**src/rtl/s2mm_pkg.sv**
```systemverilog
// s2mm_pkg: shared types and limits for the S2MM frame-buffer scheduler
package s2mm_pkg;
    localparam int IDX_W   = 2;
    localparam int BUF_MIN = 2;
    localparam int BUF_MAX = 4;
    typedef logic [IDX_W-1:0] idx_t;
    typedef enum logic [1:0] {IDLE, RUN, STOP} state_t;
endpackage

```
**src/rtl/s2mm_buf_sched_if.sv**
```systemverilog
// s2mm_buf_sched_if: register-bank, writer and reader signals of the scheduler
interface s2mm_buf_sched_if #(
    parameter int C_ADDR_WIDTH = 32,
    parameter int C_CNT_BITS   = 16
) ();
    logic                    enable;
    logic [C_ADDR_WIDTH-1:0] buf_base;
    logic [C_ADDR_WIDTH-1:0] buf_size;
    logic                    wr_soft_resetn;
    logic                    wr_resetting;
    logic                    wr_frame_pulse;
    logic [C_ADDR_WIDTH-1:0] wr_base_addr;
    logic                    rd_req;
    logic [C_ADDR_WIDTH-1:0] rd_base_addr;
    logic                    rd_valid;
    logic [1:0]              wr_idx;
    logic [1:0]              rd_idx;
    logic                    busy;
    logic [C_CNT_BITS-1:0]   frame_cnt;
    logic [C_CNT_BITS-1:0]   drop_cnt;

    modport master (
        output enable, buf_base, buf_size, wr_resetting, wr_frame_pulse, rd_req,
        input  wr_soft_resetn, wr_base_addr, rd_base_addr, rd_valid, wr_idx, rd_idx,
               busy, frame_cnt, drop_cnt
    );

    modport slave (
        input  enable, buf_base, buf_size, wr_resetting, wr_frame_pulse, rd_req,
        output wr_soft_resetn, wr_base_addr, rd_base_addr, rd_valid, wr_idx, rd_idx,
               busy, frame_cnt, drop_cnt
    );
endinterface

```
**src/rtl/s2mm_buf_sched_buf_pick.sv**
```systemverilog
// buf_pick: lowest buffer index not excluded by the newest frame or the reader
module buf_pick
    import s2mm_pkg::*;
#(
    parameter int C_BUF_NUM = 3
) (
    input  idx_t excl_a,
    input  idx_t excl_b,
    input  logic excl_b_en,
    output idx_t idx,
    output logic found
);
    // scan downward so the lowest free index is the last one written
    always_comb begin
        idx   = '0;
        found = 1'b0;
        for (int i = C_BUF_NUM - 1; i >= 0; i--) begin
            if (idx_t'(i) != excl_a && !(excl_b_en && idx_t'(i) == excl_b)) begin
                idx   = idx_t'(i);
                found = 1'b1;
            end
        end
    end
endmodule

```
**src/rtl/s2mm_buf_sched.sv**
```systemverilog
// s2mm_buf_sched: writer run control and frame-buffer rotation for S2MM/MM2S
module s2mm_buf_sched
    import s2mm_pkg::*;
#(
    parameter int C_ADDR_WIDTH = 32,
    parameter int C_BUF_NUM    = 3,
    parameter int C_CNT_BITS   = 16
) (
    input logic             M_AXI_ACLK,
    input logic             M_AXI_ARESET,
    s2mm_buf_sched_if.slave bus
);
    localparam int NB = C_BUF_NUM < BUF_MIN ? BUF_MIN : (C_BUF_NUM > BUF_MAX ? BUF_MAX : C_BUF_NUM);

    state_t                  state;
    logic                    soft_resetn;
    logic                    stop_hold;
    idx_t                    w, d, r, r_next, pick_idx;
    logic                    dv, rh, rh_next, take, pick_found, pulse, stop_exit;
    logic [C_ADDR_WIDTH-1:0] wr_addr, rd_addr;
    logic [C_CNT_BITS-1:0]   frame_cnt, drop_cnt;

    function automatic logic [C_ADDR_WIDTH-1:0] idx_off(idx_t i, logic [C_ADDR_WIDTH-1:0] size);
        return ({C_ADDR_WIDTH{i[0]}} & size) + ({C_ADDR_WIDTH{i[1]}} & (size << 1));
    endfunction

    // reader hand-over happens first so the writer avoids the buffer the reader takes this cycle
    always_comb begin
        take      = bus.rd_req && dv;
        r_next    = take ? d : r;
        rh_next   = rh || take;
        pulse     = bus.wr_frame_pulse && state == RUN;
        stop_exit = state == STOP && stop_hold && !bus.wr_resetting;
    end

    buf_pick #(.C_BUF_NUM(NB)) u_pick (
        .excl_a    (w),
        .excl_b    (r_next),
        .excl_b_en (rh_next),
        .idx       (pick_idx),
        .found     (pick_found)
    );

    // run controller: release writer on enable, hold it in STOP for at least two cycles
    always_ff @(posedge M_AXI_ACLK or posedge M_AXI_ARESET) begin
        if (M_AXI_ARESET) begin
            state       <= IDLE;
            soft_resetn <= 1'b0;
            stop_hold   <= 1'b0;
        end else begin
            case (state)
                IDLE: if (bus.enable && !bus.wr_resetting) begin
                    soft_resetn <= 1'b1;
                    state       <= RUN;
                end
                RUN: if (!bus.enable) begin
                    soft_resetn <= 1'b0;
                    stop_hold   <= 1'b0;
                    state       <= STOP;
                end
                STOP: if (!stop_hold) stop_hold <= 1'b1;
                      else if (!bus.wr_resetting) state <= IDLE;
                default: state <= IDLE;
            endcase
        end
    end

    // buffer rotation; reader index and hold survive a stop, writer restarts at buffer 0
    always_ff @(posedge M_AXI_ACLK or posedge M_AXI_ARESET) begin
        if (M_AXI_ARESET) begin
            w  <= '0;
            d  <= '0;
            r  <= '0;
            dv <= 1'b0;
            rh <= 1'b0;
        end else begin
            r  <= r_next;
            rh <= rh_next;
            if (stop_exit) begin
                w  <= '0;
                dv <= 1'b0;
            end else if (pulse) begin
                d  <= w;
                dv <= pick_found;
                if (pick_found) w <= pick_idx;
            end
        end
    end

    // statistics: completed frames and frames that had no free buffer to move to
    always_ff @(posedge M_AXI_ACLK or posedge M_AXI_ARESET) begin
        if (M_AXI_ARESET) begin
            frame_cnt <= '0;
            drop_cnt  <= '0;
        end else begin
            frame_cnt <= pulse ? frame_cnt + 1'b1 : frame_cnt;
            drop_cnt  <= pulse && !pick_found ? drop_cnt + 1'b1 : drop_cnt;
        end
    end

    // base addresses registered from the current indices and buffer geometry
    always_ff @(posedge M_AXI_ACLK or posedge M_AXI_ARESET) begin
        if (M_AXI_ARESET) begin
            wr_addr <= '0;
            rd_addr <= '0;
        end else begin
            wr_addr <= bus.buf_base + idx_off(w, bus.buf_size);
            rd_addr <= bus.buf_base + idx_off(r, bus.buf_size);
        end
    end

    assign bus.wr_soft_resetn = soft_resetn;
    assign bus.wr_base_addr   = wr_addr;
    assign bus.rd_base_addr   = rd_addr;
    assign bus.rd_valid       = rh;
    assign bus.wr_idx         = w;
    assign bus.rd_idx         = r;
    assign bus.busy           = state != IDLE;
    assign bus.frame_cnt      = frame_cnt;
    assign bus.drop_cnt       = drop_cnt;
endmodule

```
**src/flat_wrapper.sv**
```systemverilog
// flat-port wrapper written by rule: the top's interface ports become plain ports
module s2mm_buf_sched_flat import s2mm_pkg::*;
#(
    parameter int C_ADDR_WIDTH = 32,
    parameter int C_BUF_NUM    = 3,
    parameter int C_CNT_BITS   = 16
)
  (M_AXI_ACLK, M_AXI_ARESET, bus_enable, bus_buf_base, bus_buf_size, bus_wr_resetting, bus_wr_frame_pulse, bus_rd_req, bus_wr_soft_resetn, bus_wr_base_addr, bus_rd_base_addr, bus_rd_valid, bus_wr_idx, bus_rd_idx, bus_busy, bus_frame_cnt, bus_drop_cnt);
  s2mm_buf_sched_if #(.C_ADDR_WIDTH(C_ADDR_WIDTH), .C_CNT_BITS(C_CNT_BITS)) bus_i ();
  input logic M_AXI_ACLK;
  input logic M_AXI_ARESET;
  input wire logic [$bits(bus_i.enable)-1:0] bus_enable;
  input wire logic [$bits(bus_i.buf_base)-1:0] bus_buf_base;
  input wire logic [$bits(bus_i.buf_size)-1:0] bus_buf_size;
  input wire logic [$bits(bus_i.wr_resetting)-1:0] bus_wr_resetting;
  input wire logic [$bits(bus_i.wr_frame_pulse)-1:0] bus_wr_frame_pulse;
  input wire logic [$bits(bus_i.rd_req)-1:0] bus_rd_req;
  output wire logic [$bits(bus_i.wr_soft_resetn)-1:0] bus_wr_soft_resetn;
  output wire logic [$bits(bus_i.wr_base_addr)-1:0] bus_wr_base_addr;
  output wire logic [$bits(bus_i.rd_base_addr)-1:0] bus_rd_base_addr;
  output wire logic [$bits(bus_i.rd_valid)-1:0] bus_rd_valid;
  output wire logic [$bits(bus_i.wr_idx)-1:0] bus_wr_idx;
  output wire logic [$bits(bus_i.rd_idx)-1:0] bus_rd_idx;
  output wire logic [$bits(bus_i.busy)-1:0] bus_busy;
  output wire logic [$bits(bus_i.frame_cnt)-1:0] bus_frame_cnt;
  output wire logic [$bits(bus_i.drop_cnt)-1:0] bus_drop_cnt;
  assign bus_i.enable = bus_enable;
  assign bus_i.buf_base = bus_buf_base;
  assign bus_i.buf_size = bus_buf_size;
  assign bus_i.wr_resetting = bus_wr_resetting;
  assign bus_i.wr_frame_pulse = bus_wr_frame_pulse;
  assign bus_i.rd_req = bus_rd_req;
  assign bus_wr_soft_resetn = bus_i.wr_soft_resetn;
  assign bus_wr_base_addr = bus_i.wr_base_addr;
  assign bus_rd_base_addr = bus_i.rd_base_addr;
  assign bus_rd_valid = bus_i.rd_valid;
  assign bus_wr_idx = bus_i.wr_idx;
  assign bus_rd_idx = bus_i.rd_idx;
  assign bus_busy = bus_i.busy;
  assign bus_frame_cnt = bus_i.frame_cnt;
  assign bus_drop_cnt = bus_i.drop_cnt;
  s2mm_buf_sched #(.C_ADDR_WIDTH(C_ADDR_WIDTH), .C_BUF_NUM(C_BUF_NUM), .C_CNT_BITS(C_CNT_BITS)) u_core (.M_AXI_ACLK(M_AXI_ACLK), .M_AXI_ARESET(M_AXI_ARESET), .bus(bus_i));
endmodule
```
**config.mk**
```make
export PLATFORM = sky130hd
export DESIGN_NAME = s2mm_buf_sched_flat
export DESIGN_NICKNAME = d
export VERILOG_FILES = /design/src/rtl/s2mm_pkg.sv /design/src/rtl/s2mm_buf_sched_if.sv /design/src/rtl/s2mm_buf_sched_buf_pick.sv /design/src/rtl/s2mm_buf_sched.sv /design/src/flat_wrapper.sv
export SDC_FILE = /design/constraint.sdc
export NUM_CORES = 1
export LEC_CHECK = 0
export ABC_CLOCK_PERIOD_IN_PS = 4100
export BUFFER_PORTS_ARGS = -buffer_cell sky130_fd_sc_hd__buf_2
export CAP_MARGIN = 20
export CORE_ASPECT_RATIO = 1.75
export CORE_MARGIN = 2
export CORE_UTILIZATION = 53
export CTS_BUF_LIST = sky130_fd_sc_hd__clkbuf_4
export DETAILED_ROUTE_END_ITERATION = 8
export PLACE_DENSITY = 0.79
export SYNTH_ARGS = -nofsm -noshare
export SYNTH_HDL_FRONTEND = slang
export SYNTH_HIERARCHICAL = 1
export SYNTH_SLANG_ARGS = --single-unit
```
**constraint.sdc**
```tcl
create_clock -name M_AXI_ACLK -period 4.1 [get_ports M_AXI_ACLK]
set_clock_uncertainty 0.2 [all_clocks]
set_input_delay 0.41 -clock M_AXI_ACLK [delete_from_list [all_inputs] [get_ports M_AXI_ACLK]]
set_output_delay 0.41 -clock M_AXI_ACLK [all_outputs]
set_load 0.05 [all_outputs]
```
==> impl_metrics.py, run 1 <==
metrics = {
    "floorplan": {
        "die_width_um": 102,
        "start_util": 0.542,
        "coreArea_um2": 16400,
        "die_y_um": 175,
        "fp-row-count": 62,
        "dieArea_um2": 17800,
        "ios": 173,
    },
    "sta": {
        "drv_slew": 0,
        "tightest_slew_ns": 0.706,
        "rsz0062_at_grt": "no",
        "period_share": 0.912,
        "max_freq_ghz": 0.267,
        "slew_headroom": 0.527,
        "min_period_ns": 3.74,
        "setup_viol": 0,
        "finalSetupTns_ns": 0,
        "hold_viol_final": 0,
    },
    "synth": {
        "syn_nets": 1106,
        "synthTopCellsByArea": "dfrtp_1 30%, fa_1 14%, ha_1 9.0%",
        "yosys_warnings": 6,
        "yosys_register_bits": 108,
        "ys_types": 65,
        "yosysTopAreaCellShare": 0.305,
        "synth_cells": 910,
        "synth_area_um2": 8870,
        "synth_largest_area_cell": "dfrtp_1",
        "ys_seq_area_frac": 0.305,
        "synth_edf_count": 0,
        "async_reset_ff_frac": 1.00,
        "synth.avg_cell_area_um2": 9.75,
        "synth_ff_type": "dfrtp_1",
    },
    "global_routing": {
        "grt_pass1_vias": 7632,
        "grt_pass1_wl_um": 36200,
        "gr-total-overflow": 0,
        "grt_antenna_before_repair": 1,
        "grt_max_degree": 52,
        "grt_util_all_layers": 0.259,
    },
    "pwr": {
        "irDropWorstVdd_mv": 0.524,
        "leakagePower_nw": 5.13,
        "power_density_nw_per_um2": 747,
        "power.total_mw": 7.67,
    },
    "final_layout": {
        "layout.cells.non_filler": 1323,
        "drive_gt1_frac": 0.205,
        "nets": 1290,
        "area_growth_pct": 15.8,
        "post-route-util": 0.627,
    },
    "drt": {
        "vias": 7452,
        "dr.pass1.iters": 5,
        "post_drt_wl_per_cell_um": 16.9,
        "drtAntennaViolNets": 0,
        "drt-initial-drc-count": 362,
        "via_per_inst": 5.63,
        "remaining_drc_errors": 0,
        "wirelength_um": 22400,
    },
    "critical_path": {
        "endpoint_kind": "register",
        "path_class": "register to register",
        "arrival_ns": 3.93,
        "startpoint_type": "register",
        "cp_max_fo": 30,
        "worstPathRequired_ns": 4.29,
        "worstRegToRegCells": 12,
    },
    "clock_tree": {
        "cts_setup_buffers": 0,
        "cts_buffers": 9,
        "htree_levels": 3,
        "clock_path_buffers": 2,
        "clk_pin_slew_ns": 0.18,
        "root_buffer": "clkbuf_4",
        "cts.sinks": 108,
        "cts_tree": "done",
        "worst_skew_pair.late_latency_ns": 0.48,
    },
    "run": {
        "maxCapViolations": 0,
    },
    "hold_path": {
        "hold_class": "primary input to register",
        "min_path_cells": 3,
    },
    "outcome": {
        "status": "completed",
    },
    "placement": {
        "dp_hpwl_um": 18300,
        "place.gp.congestion": 0.931,
        "io_buffers": 172,
        "post-place-cells": 1302,
    },
}
-- cell families after synthesis --
kind of cell               Yosys count  share of synthesized area
adders and majority gates          126                      0.230
xor gates and xnor gates            90                     0.0889
and+or+nand+nor                    350                      0.213
DFF                                108                      0.305
buffers and inverters               46                     0.0200
other                                1                   0.000423
muxes                                4                    0.00494
AOI/OAI and AO/OA                  185                      0.138
-- cell type report --
class	instances	area, um2
inverter	20	77.6
clock inverter	6	47.5
fill	1417	6100
multi-input combinational	756	5990
timing repair buffer	199	1100
tap	224	280
sequential	108	2700
clock buffer	9	67.6
antenna	1	2.50
-- layer usage --
| metal | vias to the layer above | track usage | wire [um] |
|---|---|---|---|
| met2 | 232 | 0.495 | 12500 |
| li1 | 3532 | - | - |
| met3 | 60 | 0.0340 | 944 |
| met5 | - | 0 | 0 |
| met1 | 3628 | 0.266 | 7980 |
| met4 | 0 | 0.126 | 955 |
-- stage by stage --
step                      hold slack [ns]  worst slack (ns)  instance area, um2
final                              0.0671             0.360               10300
after global routing               0.0562             0.149               10300
after CTS                          0.0202             0.367               10300
after detailed placement            0.276             0.392               10100
after global placement              0.257             0.445               10100
after floorplan                     0.242             0.348                8870
-- Yosys cell counts, types with 3 or more instances --
master / number
mux2_2: 3
ha_1: 64
or2_2: 4
nor2b_1: 12
o21bai_1: 7
a211oi_1: 7
clkbuf_1: 22
xnor2_1: 57
nor2_1: 44
nand2_1: 70
nand2b_1: 10
or3_1: 4
o41ai_1: 3
nor3_1: 8
a31oi_1: 16
a21o_1: 24
dfrtp_1: 108
and3_1: 11
and2_1: 123
inv_1: 20
o221ai_1: 3
nand3_1: 32
nand3b_1: 3
a21boi_0: 4
and4_1: 5
a21oi_1: 52
o211ai_1: 8
fa_1: 62
xor2_1: 33
o21ai_0: 33
nand4_1: 15
-- final timing paths --
check	from	end	slack (ns)
setup reg to reg	u_core/bus.rd_idx[0]	u_core/bus.rd_base_addr[26]	0.36
min in group asynchronous	M_AXI_ARESET	u_core/d[0]	0.35
hold / removal	bus_rd_req	u_core/bus.rd_valid	0.07
max in group asynchronous	M_AXI_ARESET	u_core/bus.rd_base_addr[8]	2.46
setup / recovery	u_core/bus.rd_idx[0]	u_core/bus.rd_base_addr[26]	0.36
hold reg to reg	u_core/bus.frame_cnt[15]	u_core/bus.frame_cnt[15]	0.30
-- registers in the layout, summed over array words and instances, names as in the netlist, 2 cells and up --
name / count
u_core/d: 2
u_core/bus.wr_base_addr: 32
u_core/bus.rd_idx: 2
u_core/state: 2
u_core/bus.wr_idx: 2
u_core/bus.rd_base_addr: 32
u_core/bus.frame_cnt: 16
u_core/bus.drop_cnt: 16
-- critical path, stage by stage (launching register included) --
cell,delay [ns]
dfrtp_1,0.47
buf_12,0.19
and2_1,0.16
fa_1,0.47
ha_1,0.39
a21oi_1,0.19
o21ai_0,0.16
a2111oi_0,0.57
o21ai_0,0.19
a31oi_1,0.19
buf_4,0.18
o221ai_1,0.14
xor2_1,0.16
-- placed cells by master, fill, tap and decap left out, types with 44 or more instances in the layout --
| cell | count |
|---|---|
| fa_1 | 62 |
| and2_1 | 123 |
| nor2_1 | 44 |
| nand2_1 | 70 |
| dfrtp_1 | 108 |
| a21oi_1 | 52 |
| buf_2 | 172 |
| xnor2_1 | 57 |
| ha_1 | 64 |
-- repair_timing --
action | CTS | global route
gates resized for setup | 0 | 0
hold endpoints to repair | 54 | 0
hold buffers | 5 | 0
-- report_power, final --
part | switching, mW | internal [mW] | total, mW
combinational | 3.66 | 1.86 | 5.52
sequential | 0.169 | 1.48 | 1.65
clock | 0.380 | 0.127 | 0.506
total | 4.20 | 3.47 | 7.67
Note: power is estimated with default switching activity, not from simulation.
==> run 2: changes to the inputs <==
--- a/config.mk
+++ b/config.mk
@@ -8,12 +8,14 @@
 export ABC_CLOCK_PERIOD_IN_PS = 4100
 export BUFFER_PORTS_ARGS = -buffer_cell sky130_fd_sc_hd__buf_2
 export CAP_MARGIN = 20
+export CELL_PAD_IN_SITES_DETAIL_PLACEMENT = 1
+export CELL_PAD_IN_SITES_GLOBAL_PLACEMENT = 1
 export CORE_ASPECT_RATIO = 1.75
 export CORE_MARGIN = 2
-export CORE_UTILIZATION = 53
+export CORE_UTILIZATION = 44
 export CTS_BUF_LIST = sky130_fd_sc_hd__clkbuf_4
 export DETAILED_ROUTE_END_ITERATION = 8
-export PLACE_DENSITY = 0.79
+export PLACE_DENSITY = 0.85
 export SYNTH_ARGS = -nofsm -noshare
 export SYNTH_HDL_FRONTEND = slang
 export SYNTH_HIERARCHICAL = 1
==> impl_metrics.py, run 2 (same netlist as run 1, synthesis figures left out) <==
metrics = {
    "run": {
        "maxCapViolations": 0,
    },
    "clock_tree": {
        "worst_skew_pair.late_latency_ns": 0.50,
        "clk_pin_slew_ns": 0.19,
        "root_buffer": "clkbuf_4",
        "cts_setup_buffers": 0,
        "cts_tree": "done",
        "cts.sinks": 108,
        "cts_buffers": 9,
        "htree_levels": 3,
        "clock_path_buffers": 2,
    },
    "hold_path": {
        "min_path_cells": 3,
        "hold_class": "primary input to register",
        "hold_end": "u_core/bus.rd_valid",
        "min_from": "bus_rd_req",
    },
    "critical_path": {
        "endpoint_kind": "register",
        "worstRegToRegCells": 12,
        "worstPathRequired_ns": 4.34,
        "path_class": "register to register",
        "crit_slowest_cell": "dfrtp_2",
        "r2r_slack_ns": 0.22,
        "cp_top_family": "adder cells",
        "path_buf_inv": 1,
        "cp_max_fo": 17,
        "cpPeakStageDelay_ns": 0.55,
        "arrival_ns": 4.12,
        "r2r_end": "u_core/bus.wr_base_addr[29]",
        "path_cells": "nand2_1 -> fa_1 -> inv_1 -> ha_1 -> fa_1 -> a21oi_1 -> nand4b_1 -> a21oi_1 -> o211ai_1 -> nand2_1 -> a221oi_1 -> xnor2_1",
        "startpoint_type": "register",
        "r2r_start": "u_core/bus.wr_idx[0]",
    },
    "placement": {
        "pre_cts_slack_ns": 0.176,
        "io_buffers": 172,
        "post-place-cells": 1311,
        "place.gp.congestion": 0.925,
        "dp_hpwl_um": 22200,
    },
    "global_routing": {
        "grt_pass1_vias": 8416,
        "grt_max_degree": 62,
        "grt_util_all_layers": 0.252,
        "gr-total-overflow": 0,
        "grt_antenna_before_repair": 5,
        "grt_pass1_wl_um": 42500,
    },
    "sta": {
        "rsz0062_at_grt": "no",
        "drv_slew": 0,
        "fin_ws_ns": 0.220,
        "finalSetupTns_ns": 0,
        "hold_viol_final": 0,
        "slew_headroom": 0.467,
        "min_period_ns": 3.88,
        "period_share": 0.946,
        "holdWs_ns": 0.0656,
        "tightest_slew_ns": 0.799,
        "max_freq_ghz": 0.258,
        "setup_viol": 0,
    },
    "drt": {
        "dr.max_layer_used": "met5",
        "drtAntennaViolNets": 0,
        "dr.pass1.iters": 5,
        "m1WireLength_um": 9600,
        "remaining_drc_errors": 0,
        "vias": 7582,
        "post_drt_wl_per_cell_um": 20.1,
        "wl_met3_um": 957,
        "wl_met2_um": 15000,
        "drt-initial-drc-count": 290,
        "wirelength_um": 26800,
        "via_per_inst": 5.68,
    },
    "floorplan": {
        "fp-row-count": 68,
        "coreArea_um2": 19700,
        "die_width_um": 111,
        "ios": 173,
        "die_y_um": 192,
        "dieArea_um2": 21400,
        "start_util": 0.449,
    },
    "final_layout": {
        "drive_gt1_frac": 0.200,
        "fillers": 2352,
        "final_common_cell": "buf_2",
        "seq_area_um2": 2710,
        "most-common-layout-cells": "172 x buf_2, 123 x and2_1, 104 x dfrtp_1, 70 x nand2_1, 64 x ha_1",
        "nets": 1278,
        "layout.cells.non_filler": 1334,
        "multi_input_area_um2": 5990,
        "area_growth_pct": 14.9,
    },
    "pwr": {
        "power_density_nw_per_um2": 761,
        "leakagePower_nw": 5.07,
        "irDropWorstVdd_mv": 0.417,
    },
    "outcome": {
        "status": "completed",
    },
}
-- run 2: cell count changes in the layout (fill, tap and decap cells not counted), sizes merged --
cell and change:
inv +1, clkinvlp -3, clkinv +2, diode +2
buf -12
-- run 2: worst max-delay path by stage --
stage                         startpoint                          end  slack [ns]  depth (start not counted)
finish              u_core/bus.wr_idx[0]  u_core/bus.wr_base_addr[29]        0.22                         12
global route        u_core/bus.wr_idx[0]  u_core/bus.wr_base_addr[29]        0.04                         11
detailed placement  u_core/bus.wr_idx[0]  u_core/bus.wr_base_addr[29]        0.18                         12
CTS                 u_core/bus.wr_idx[0]  u_core/bus.wr_base_addr[29]        0.13                         12
global placement    u_core/bus.rd_idx[1]  u_core/bus.rd_base_addr[26]        0.26                         11
floorplan           u_core/bus.wr_idx[0]  u_core/bus.wr_base_addr[21]        0.35                         13
-- run 2: metrics by stage --
stage               instance area [um2]  total power [mW]  utilization
floorplan                          8870              5.78            -
finish                            10200              7.75        0.516
CTS                               10200              7.78        0.515
detailed placement                10000              7.24        0.507
global route                      10200              8.33        0.516
global placement                  10000              7.08        0.507
-- run 2: power breakdown --
part           internal [mW]  switching (mW)  leakage, nW
Clock                  0.129           0.402       0.0661
Sequential              1.49           0.216         1.32
Combinational           1.80            3.72         3.68
Total                   3.41            4.34         5.07
-- run 2: what timing repair did --
item,in CTS,in global routing
hold buffers,5,0
resized for setup,0,5
hold endpoints to repair,64,0
setup endpoints to repair,0,7
-- run 2: routing by layer --
layer  vias up  global-route usage
li1       3506                   -
met3        70              0.0344
met2       208               0.495
met5         -                   0
met1      3796               0.258
met4         2               0.125
-- run 2: final cells by class --
class	count	area share
well taps	245	0.0301
inverters	20	0.00761
flip-flops and latches	108	0.266
clock buffers	9	0.00663
multi-input cells	756	0.588
clock inverters	6	0.00454
diodes	3	0.000736
repair buffers	187	0.0967
-- run 2: worst register-to-register path, cell delays in order, from the launching register on --
cell	delay (ns)
dfrtp_2	0.55
nand2_1	0.13
fa_1	0.53
inv_1	0.06
ha_1	0.25
fa_1	0.42
a21oi_1	0.23
nand4b_1	0.19
a21oi_1	0.12
o211ai_1	0.32
nand2_1	0.25
a221oi_1	0.40
xnor2_1	0.16
==> run 3: changes to the inputs <==
--- a/config.mk
+++ b/config.mk
@@ -8,7 +8,7 @@
 export ABC_CLOCK_PERIOD_IN_PS = 4100
 export BUFFER_PORTS_ARGS = -buffer_cell sky130_fd_sc_hd__buf_2
 export CAP_MARGIN = 20
-export CELL_PAD_IN_SITES_DETAIL_PLACEMENT = 1
+export CELL_PAD_IN_SITES_DETAIL_PLACEMENT = 0
 export CELL_PAD_IN_SITES_GLOBAL_PLACEMENT = 1
 export CORE_ASPECT_RATIO = 1.75
 export CORE_MARGIN = 2
==> impl_metrics.py, run 3 (same netlist as run 1, synthesis figures left out) <==
metrics = {
    "global_routing": {
        "grt_antenna_before_repair": 4,
        "grt_pass1_vias": 7490,
        "grt_pass1_wl_um": 37300,
        "gr-total-overflow": 0,
        "grt_max_degree": 62,
        "grt_util_all_layers": 0.221,
    },
    "critical_path": {
        "r2r_start": "u_core/bus.rd_idx[0]",
        "cp_max_fo": 21,
        "worstPathRequired_ns": 4.30,
        "endpoint_kind": "register",
        "crit_path_frequent_cell": "a211oi_1",
        "crit_slowest_cell": "dfrtp_2",
        "r2r_end": "u_core/bus.rd_base_addr[28]",
        "cp_top_family": "compound AO/OA/AOI/OAI gates",
        "arrival_ns": 4.01,
        "path_cells": "buf_4 -> and2_1 -> fa_1 -> ha_1 -> nand2_1 -> o21ai_0 -> nor3_1 -> a211oi_1 -> nand4_1 -> a211oi_1",
        "cpPeakStageDelay_ns": 0.56,
        "startpoint_type": "register",
        "worstRegToRegCells": 10,
        "r2r_slack_ns": 0.29,
        "path_buf_inv": 1,
        "path_class": "register to register",
    },
    "sta": {
        "tightest_slew_ns": 0.790,
        "rsz0062_at_grt": "no",
        "drv_slew": 0,
        "min_period_ns": 3.81,
        "slew_headroom": 0.474,
        "setup_viol": 0,
        "hold_viol_final": 0,
        "fin_ws_ns": 0.290,
        "finalSetupTns_ns": 0,
        "max_freq_ghz": 0.262,
        "period_share": 0.929,
    },
    "clock_tree": {
        "cts_tree": "done",
        "htree_levels": 3,
        "cts_buffers": 9,
        "worst_skew_pair.late_latency_ns": 0.51,
        "cts_setup_buffers": 0,
        "cts.sinks": 108,
        "clock_path_buffers": 2,
        "clk_pin_slew_ns": 0.20,
        "root_buffer": "clkbuf_4",
    },
    "final_layout": {
        "nets": 1278,
        "most-common-layout-cells": "172 x buf_2, 123 x and2_1, 105 x dfrtp_1, 70 x nand2_1, 64 x ha_1",
        "fillers": 1913,
        "layout.cells.non_filler": 1336,
        "area_growth_pct": 15.1,
        "seq_area_um2": 2710,
        "multi_input_area_um2": 5990,
        "post-route-util": 0.517,
        "drive_gt1_frac": 0.201,
        "final_common_cell": "buf_2",
    },
    "floorplan": {
        "ios": 173,
        "fp-row-count": 68,
        "start_util": 0.449,
        "coreArea_um2": 19700,
        "die_width_um": 111,
        "dieArea_um2": 21400,
        "die_y_um": 192,
    },
    "placement": {
        "io_buffers": 172,
        "pre_cts_slack_ns": 0.266,
        "dp_hpwl_um": 19400,
        "place.gp.congestion": 0.925,
        "post-place-cells": 1311,
    },
    "drt": {
        "post_drt_wl_per_cell_um": 17.5,
        "wirelength_um": 23400,
        "dr.pass1.iters": 5,
        "remaining_drc_errors": 0,
        "drt-initial-drc-count": 284,
        "drtAntennaViolNets": 0,
        "via_per_inst": 5.48,
        "vias": 7318,
    },
    "hold_path": {
        "hold_class": "primary input to register",
        "hold_end": "u_core/bus.rd_base_addr[0]",
        "min_from": "bus_buf_size[0]",
        "min_path_cells": 3,
    },
    "pwr": {
        "irDropWorstVdd_mv": 0.411,
        "leakagePower_nw": 5.08,
        "power.total_mw": 7.62,
        "power_density_nw_per_um2": 747,
    },
    "run": {
        "maxCapViolations": 0,
    },
    "outcome": {
        "status": "completed",
    },
}
## run 3: changes by cell type in the layout (fill, tap and decap cells not counted), sizes merged
cell	delta
diode	+1
clkbuf	+2
clkinv	-1
## run 3: layout make-up
type | instances | area share
flip-flops and latches | 108 | 0.265
well taps | 245 | 0.0300
inverters | 20 | 0.00760
clock buffers | 11 | 0.00809
clock inverters | 5 | 0.00417
diodes | 4 | 0.000981
multi-input cells | 756 | 0.587
repair buffers | 187 | 0.0966
## run 3: repair_timing
action / 4_1_cts / 5_1_grt
endpoints found under the setup margin: 0 / 4
endpoints found under the hold margin: 64 / 0
resized for setup: 0 / 4
hold buffers: 5 / 0
## run 3: per-layer routing
layer	vias to the layer above	global-route usage	routed length, um
li1	3508	-	-
met1	3575	0.239	8670
met2	191	0.425	12900
met3	42	0.0357	1080
met4	2	0.0874	739
met5	-	0	13
## run 3: metrics by stage
step	cell area, um2	hold WS [ns]
2_1_floorplan	8870	0.242
3_3_place_gp	10000	0.259
3_5_place_dp	10000	0.265
4_1_cts	10200	0.0335
5_1_grt	10200	0.0533
6_report	10200	0.0559
## run 3: tightest hold or removal path: cells and delay by family
family | cells | cell delay (ns)
buffers and inverters | 1 | 0.10
and+or+nand+nor | 1 | 0.12
adders and majority gates | 1 | 0.12
## run 3: worst max-delay path by stage
stage	startpoint	endpoint	slack [ns]	depth (start not counted)
finish	u_core/bus.rd_idx[0]	u_core/bus.rd_base_addr[28]	0.29	10
global route	u_core/bus.wr_idx[0]	u_core/bus.wr_base_addr[29]	0.03	11
CTS	u_core/bus.wr_idx[0]	u_core/bus.wr_base_addr[28]	0.21	11
detailed placement	u_core/bus.wr_idx[0]	u_core/bus.wr_base_addr[28]	0.27	11
global placement	u_core/bus.rd_idx[1]	u_core/bus.rd_base_addr[26]	0.26	11
floorplan	u_core/bus.wr_idx[0]	u_core/bus.wr_base_addr[21]	0.35	13
## run 3: report_power, final
part	internal [mW]	switching [mW]	total (mW)	leakage, nW
clock network	0.148	0.387	0.535	0.0738
logic	1.78	3.61	5.39	3.68
registers	1.49	0.209	1.69	1.33
total	3.42	4.20	7.62	5.08
